<file path="config.mk">
export PLATFORM = sky130hd
export DESIGN_NAME = regfile_mp
export DESIGN_NICKNAME = d
export VERILOG_FILES = /design/src/rtl/cpu_pkg.sv /design/src/rtl/regfile_sb.sv /design/src/rtl/regfile_mp.sv
export SDC_FILE = /design/constraint.sdc
export NUM_CORES = 2
export LEC_CHECK = 0
export CAP_MARGIN = 20
export CORE_ASPECT_RATIO = 0.6
export CORE_MARGIN = 10
export CORE_UTILIZATION = 30
export CTS_BUF_LIST = sky130_fd_sc_hd__clkbuf_8
export CTS_CLUSTER_SIZE = 8
export DETAILED_ROUTE_END_ITERATION = 10
export GPL_TIMING_DRIVEN = 0
export SKIP_LAST_GASP = 1
export SYNTH_ARGS = -nofsm -noshare
export SYNTH_HDL_FRONTEND = slang
export SYNTH_SLANG_ARGS = --single-unit
</file>
<file path="constraint.sdc">
create_clock -name clk -period 2 [get_ports clk]
set_input_delay 0.2 -clock clk [delete_from_list [all_inputs] [get_ports clk]]
set_output_delay 0.2 -clock clk [all_outputs]
set_load 0.1 [all_outputs]
</file>
<file path="src/rtl/cpu_pkg.sv">
//------------------------------------------------------------------------------
// Module : cpu_pkg
// Brief  : Shared CPU types and default sizes for the register file slice.
// Rev    : 1.0  initial multi-port register file release
//------------------------------------------------------------------------------
`default_nettype none

package cpu_pkg;

    localparam int CPU_DATA_W  = 32;
    localparam int CPU_REG_NUM = 32;

    typedef logic                           bit_t;
    typedef logic [CPU_DATA_W-1:0]          word_t;
    typedef logic [$clog2(CPU_REG_NUM)-1:0] regaddr_t;

endpackage

`default_nettype wire

</file>
<file path="src/rtl/regfile_sb.sv">
//------------------------------------------------------------------------------
// Module : regfile_sb
// Brief  : Per-register busy scoreboard with flush/clear/set precedence.
// Rev    : 1.0  initial multi-port register file release
//------------------------------------------------------------------------------
`default_nettype none

module regfile_sb
    import cpu_pkg::*;
#(
    parameter int REG_NUM  = CPU_REG_NUM,
    parameter int NUM_RD   = 2,
    parameter int NUM_WR   = 1,
    parameter int ZERO_REG = 1,
    localparam int AW      = $clog2(REG_NUM)
) (
    input  logic                           clk,
    input  logic                           rst,
    input  logic [NUM_WR-1:0]              we,
    input  logic [NUM_WR-1:0][AW-1:0]      waddr,
    input  logic                           rsv_en,
    input  logic [AW-1:0]                  rsv_addr,
    input  logic                           flush,
    input  logic [NUM_RD-1:0][AW-1:0]      raddr,
    input  logic [NUM_RD-1:0]              rd_hit,
    output logic [NUM_RD-1:0]              rbusy
);

    logic [REG_NUM-1:0] busy_q;
    logic [REG_NUM-1:0] busy_d;
    bit_t               w_rsv_ok;

    assign w_rsv_ok = rsv_en && !((ZERO_REG != 0) && (rsv_addr == '0));

    // The set is applied after the clears so a new producer supersedes writeback.
    always_comb begin
        busy_d = busy_q;
        if (flush) begin
            busy_d = '0;
        end else begin
            for (int p = 0; p < NUM_WR; p++) begin
                if (we[p]) begin
                    busy_d[waddr[p]] = 1'b0;
                end
            end
            if (w_rsv_ok) begin
                busy_d[rsv_addr] = 1'b1;
            end
        end
    end

    always_ff @(posedge clk) begin
        if (rst) begin
            busy_q <= '0;
        end else begin
            busy_q <= busy_d;
        end
    end

    always_comb begin
        rbusy = '0;
        for (int r = 0; r < NUM_RD; r++) begin
            rbusy[r] = busy_q[raddr[r]] && !rd_hit[r]
                       && !((ZERO_REG != 0) && (raddr[r] == '0));
        end
    end

endmodule

`default_nettype wire

</file>
<file path="src/rtl/regfile_mp.sv">
//------------------------------------------------------------------------------
// Module : regfile_mp
// Brief  : Multi-port GPR file with prioritised writes, bypass and scoreboard.
// Rev    : 1.0  initial multi-port register file release
//------------------------------------------------------------------------------
`default_nettype none

module regfile_mp
    import cpu_pkg::*;
#(
    parameter int DATA_W   = CPU_DATA_W,
    parameter int REG_NUM  = CPU_REG_NUM,
    parameter int NUM_RD   = 2,
    parameter int NUM_WR   = 1,
    parameter int ZERO_REG = 1,
    localparam int AW      = $clog2(REG_NUM)
) (
    input  logic                           clk,
    input  logic                           rst,
    input  logic [NUM_WR-1:0]              we,
    input  logic [NUM_WR-1:0][AW-1:0]      waddr,
    input  logic [NUM_WR-1:0][DATA_W-1:0]  wdata,
    input  logic [NUM_RD-1:0][AW-1:0]      raddr,
    output logic [NUM_RD-1:0][DATA_W-1:0]  rdata,
    output logic [NUM_RD-1:0]              rbusy,
    input  logic                           rsv_en,
    input  logic [AW-1:0]                  rsv_addr,
    input  logic                           flush
);

    logic [REG_NUM-1:0][DATA_W-1:0] regs_q;
    logic [REG_NUM-1:0][DATA_W-1:0] regs_d;
    logic [NUM_RD-1:0]              w_rd_hit;

    // Ascending port order lets the highest enabled port win on a shared address.
    always_comb begin
        regs_d = regs_q;
        for (int p = 0; p < NUM_WR; p++) begin
            if (we[p] && !((ZERO_REG != 0) && (waddr[p] == '0))) begin
                regs_d[waddr[p]] = wdata[p];
            end
        end
    end

    always_ff @(posedge clk) begin
        if (rst) begin
            regs_q <= '0;
        end else begin
            regs_q <= regs_d;
        end
    end

    for (genvar r = 0; r < NUM_RD; r++) begin : g_rd
        bit_t              w_hit;
        logic [DATA_W-1:0] w_byp;

        always_comb begin
            w_hit = 1'b0;
            w_byp = '0;
            for (int p = 0; p < NUM_WR; p++) begin
                if (we[p] && (waddr[p] == raddr[r])) begin
                    w_hit = 1'b1;
                    w_byp = wdata[p];
                end
            end
        end

        assign w_rd_hit[r] = w_hit;
        assign rdata[r]    = ((ZERO_REG != 0) && (raddr[r] == '0)) ? '0 :
                             w_hit ? w_byp : regs_q[raddr[r]];
    end

    regfile_sb #(
        .REG_NUM  (REG_NUM),
        .NUM_RD   (NUM_RD),
        .NUM_WR   (NUM_WR),
        .ZERO_REG (ZERO_REG)
    ) u_sb (
        .clk      (clk),
        .rst      (rst),
        .we       (we),
        .waddr    (waddr),
        .rsv_en   (rsv_en),
        .rsv_addr (rsv_addr),
        .flush    (flush),
        .raddr    (raddr),
        .rd_hit   (w_rd_hit),
        .rbusy    (rbusy)
    );

endmodule

`default_nettype wire

</file>
* Word-level counts from Yosys, hierarchy flattened *
Cells that the tools add are included.

cells by class
  reductions and logical operators = 21
  multiplexer cells = 26
  order comparisons = 6
  bitwise gates (word level) = 3
  equal/unequal tests = 2

operators with widths
  operator              count
  $bwmux W1024          1
  $mux W32              12
  $bmux W32 S5          2
  $demux W32 S5         1
  $and A32 B32 Y32      1
  $not A32 Y32          1
  $or A32 B32 Y32       1
  $lt A5 B6 Y1 const B  4
  $logic_not A5 Y1      4
  $bmux W1 S5           2
  $demux W1 S5          2
  $eq A5 B5 Y1          2
  $ge A5 B1 Y1 const B  2
  $logic_and A1 B1 Y1   10
  $logic_not A1 Y1      6
  $mux W1               6
  $reduce_or A2 Y1      1

storage, ports and cells
  logic and storage cells = 91
  output and inout port bits = 66
  register bits after elaboration = 1056
  input port bits = 57

* Longest topological paths before layout *
  word-level depth = 10
  gate-level depth with buffers = 10
  gate-level depth less buffers = 5

* Cells and area by module *
Synthesis repeated with hierarchy kept, for this count alone.

second synthesis, totals
  cell total of the unflattened synthesis = 6106
  area, all modules = 53930.5 µm²

by module, submodules not included
  module      cells an instance  area an instance (µm²)  times used  seq. area each (µm²)
  regfile_mp  5865               52026.1                 1           20499.7
  regfile_sb  241                1904.3                  1           620.6

* Worst setup path before layout *
OpenSTA, ideal clock, no wires.

  path type = input-to-output
  from = input port raddr[0] (netlist bit)
  to = output port rdata[29] (netlist bit)
  path buffers = 4
  cell stages on the path = 9
  arrival = 3575 ps
  data required time = 1800 ps
  setup slack = -1775 ps
  path through = buf_4 -> buf_6 -> buf_4 -> buf_4 -> mux4_2 -> o22ai_1 -> a211oi_1 -> nor3_1 -> o21ai_0

RTL lines
  item                RTL line          text
  start: declaration  regfile_mp.sv:23  input logic [NUM_RD-1:0][AW-1:0] raddr,
  end: declaration    regfile_mp.sv:24  output logic [NUM_RD-1:0][DATA_W-1:0] rdata,

==> results.md <==
- Outcome: finished with violations
- Failing checks: negative setup slack
- Final hold violations: 0
- Synthesized cell area: 0.0541 mm2
- Met2 WL: 117 mm
- CP Capture Type: output port
- Slew margin rel.: 15.5%
- Num CTS Buffers: approximately 170
- CTS clk-pin slew, worst paths: approximately 0.07 ns
- Vias in the first global route: 52100
- Slew Viols, Final: 0
- Sw frac: 32.7%
- Routability cong.: 1.06
- Clk sinks: approximately 1100
- Initial DRC Count: 11000
- Yosys reg bits: 1056
- DR vias/cell: 6.26
- Largest net degree at the start of global routing: 12
- Synth area leaders: dfxtp_1 (39%), mux4_2 (16%), nand2_1 (14%)
- NetSw: between 15000 and 20000 uW
- Via count: 57300
- Worst EP arrival: between 3 and 4 ns
- Met3 Wirelength: 56.7 mm
- Top routing layer in use: met5
- Sum Neg Setup Slack: -67.84 ns
- Initial antenna violation count: 13
- Share of cells above drive strength 1: a little under a quarter
- Post-synthesis sequential area ratio: between 30% and 40%
- Final HPWL DP: 243 mm
- Gr usage total: 30.2%
- DRC viols: 0
- Most numerous cell in the Yosys netlist: nand2_1
- Mean Syn Cell Area: roughly 8.6 um2
- DRT antenna net count: 0
- Final Cell Area: between 0.06 and 0.07 mm2
- Maximum clock insertion buffer count: 4
- R2r worst-path depth: 3
- R2R Setup Slk: 0.70 ns
- Worst-Skew Late Latency: 0.93 ns
- H-tree lvl count: 4
- DIE HEIGHT: about 350 um
- DIE WIDTH: 568 um
- WL/cell: between 30 and 40 um
- Clock Power Share: 39.1%
- WL met1: 127 mm
- Synth Flop Type: dfxtp_1
- Final WL: 317 mm
- RSZ-0062 raised after global routing: yes
- Max cap viols: 0
- Pre-Repair DR Iteration Count: 8
- CP Max Fanout: 3
- Flop pwr share: 43.8%
- Asr flop ratio synth: 0%
- Number of synthesized flops with an enable pin: 0
- CTS tree: done
- Synthesis-to-layout area growth: 22.8%
- HP Class: input port to register
- IO Count: 123
- Placed insts: ~8800
- Critical Path Start Type: register
- Max Clock Freq: 0.304 GHz
- # fillers: between 15000 and 20000
- Register area: roughly 0.021 mm2
- Nets: 6729
- R2r endpoint: u_sb.busy_q[0]$_SDFF_PP0_
- Synth cell count leaders: nand2_1 (2079), dfxtp_1 (1056), a21oi_1 (1031)
- Worst Path Required: 1.80 ns
- Worst IR drop on VDD: 0.000548 V
- Hold path start: wdata[6]
- RR Startpoint: u_sb.busy_q[0]$_SDFF_PP0_
- Power Density: ~730 mW/mm2
- Layout Cells excl Fill: 9149
- Number of distinct library cells after synthesis: 55
- Synth area leader: dfxtp_1
- Worst-Margin Slew: 1.27 ns
- Placed cell area: 0.0596 mm2
- Crit Path Category: register to output port
- First-pass GRT wire length: 423 mm
- Synthesized Nets: roughly 6400
- Core Box Area: 0.179 mm2
- Gate power share: 17.1%
- Final setup viols: 160
- Mapped Cells: roughly 6300
- Period utilization: 165%
- Internal power: 32800 uW
- Static Leak: 0.0218 uW
- Synth top area share: 39.1%
- Die ar.: 0.198 mm2
- Input/output buffers: 78
- Ys Warns: 0
- Area of the multi-input gates: ~0.032 mm2
- Starting density of the core: between 30% and 40%
- Root buffer cell: clkbuf_8
- Min cycle time layout: 3.29 ns
- Global route overflow: 0
- # rows: 120
- WHS Endpoint: regs_q[326]$_SDFFE_PP0P_
- Final setup margin: -1.29 ns
- Hold Path Stages: 4
- Fin Clk Skew: 0 ns
## metal layers
layer | GRT usage [%] | vias to the layer above
met5 | 0.0726 | -
met4 | 13.4 | 6
met3 | 14.4 | 760
met2 | 38.5 | 5149
met1 | 42.1 | 28500
li1 | - | 22900
## stage by stage
step / setup slack (ns) / utilization (%) / total power, uW / hold WS (ns)
floorplan: -1.05 / - / 25800 / 0.417
global placement: -3.74 / 33.1 / 28700 / 0.438
detailed placement: -3.26 / 33.3 / 28800 / 0.439
CTS: -1.21 / 36.7 / 47900 / 0.000414
global route: -1.28 / 37.2 / 49300 / 0.0327
finish: -1.29 / 37.2 / 48600 / 0.0292
## worst max path at each step
stage	cells past startpoint	to	start
4_1_cts	6	rdata[29]	regs_q[925]$_SDFFE_PP0P_
3_5_place_dp	10	rdata[46]	raddr[9]
3_3_place_gp	8	rdata[26]	raddr[2]
6_report	6	rdata[29]	regs_q[861]$_SDFFE_PP0P_
5_1_grt	6	rdata[29]	regs_q[925]$_SDFFE_PP0P_
2_1_floorplan	9	rdata[14]	raddr[0]
## layout by cell type (no fill, tap or decap), types with 40 or more instances in the layout
master,instances
nor2_1,78
inv_1,73
clkbuf_8,221
a22oi_1,55
dfxtp_1,818
buf_2,43
a21oi_1,1012
dfxtp_2,234
mux2i_1,260
o22ai_1,55
clkbuf_2,66
buf_8,40
buf_12,58
clkbuf_1,361
buf_6,82
mux4_2,394
nand2_1,2069
buf_4,86
## power groups by stage
stage                     Sequential, uW  Combinational [uW]  Clock, uW
after floorplan                    21700                4070          0
after global placement             21800                6930          0
after detailed placement           21800                7050          0
after CTS                          21300                7780      18800
after global routing               21300                8250      19800
final                              21300                8340      19000
## repair_timing
item                                    in CTS  in global routing
pin swaps                                  142                 67
endpoints found under the setup margin     589                288
setup buffers                               31                 17
hold buffers                                36                  0
endpoints found under the hold margin       66                  0
cloned                                       1                  0
gates resized for setup                   1122                262
## kinds of logic (layout without fill, tap and decap cells)
kind of cell           count (synthesis)  count (layout)  share of synthesized area [%]
flip-flops                          1056            1056                           39.1
buffers and inverters                688            1148                           5.70
multiplexers                         696             696                           22.0
AND/OR/NAND/NOR                     2344            2344                           17.0
XOR/XNOR                               9               9                          0.146
AO/OA/AOI/OAI                       1509            1509                           16.0
other                                  0               8                              0
## state kept, by name, indices dropped and copies added, names as in the netlist
name         cells
regs_q        1024
u_sb.busy_q     32
## critical path: stages (launching register included)
cell     delay (ns)
dfxtp_1        0.33
mux4_2         0.53
mux4_2         0.63
nor2_1         0.14
or3_4          0.22
o21ai_4        0.12
buf_12         0.20
## area by class of cell
| cell class | count | share of cell area, % |
|---|---|---|
| Multi-Input combinational cell | 4558 | 48.5 |
| Inverter | 27 | 0.183 |
| Timing Repair Buffer | 197 | 3.74 |
| Sequential cell | 1056 | 32.3 |
| Clock inverter | 62 | 0.416 |
| Antenna cell | 8 | 0.0301 |
| Clock buffer | 203 | 4.20 |
| Tap cell | 2379 | 4.48 |
| Buffer | 659 | 6.23 |
(Power assumes the default switching activity.)
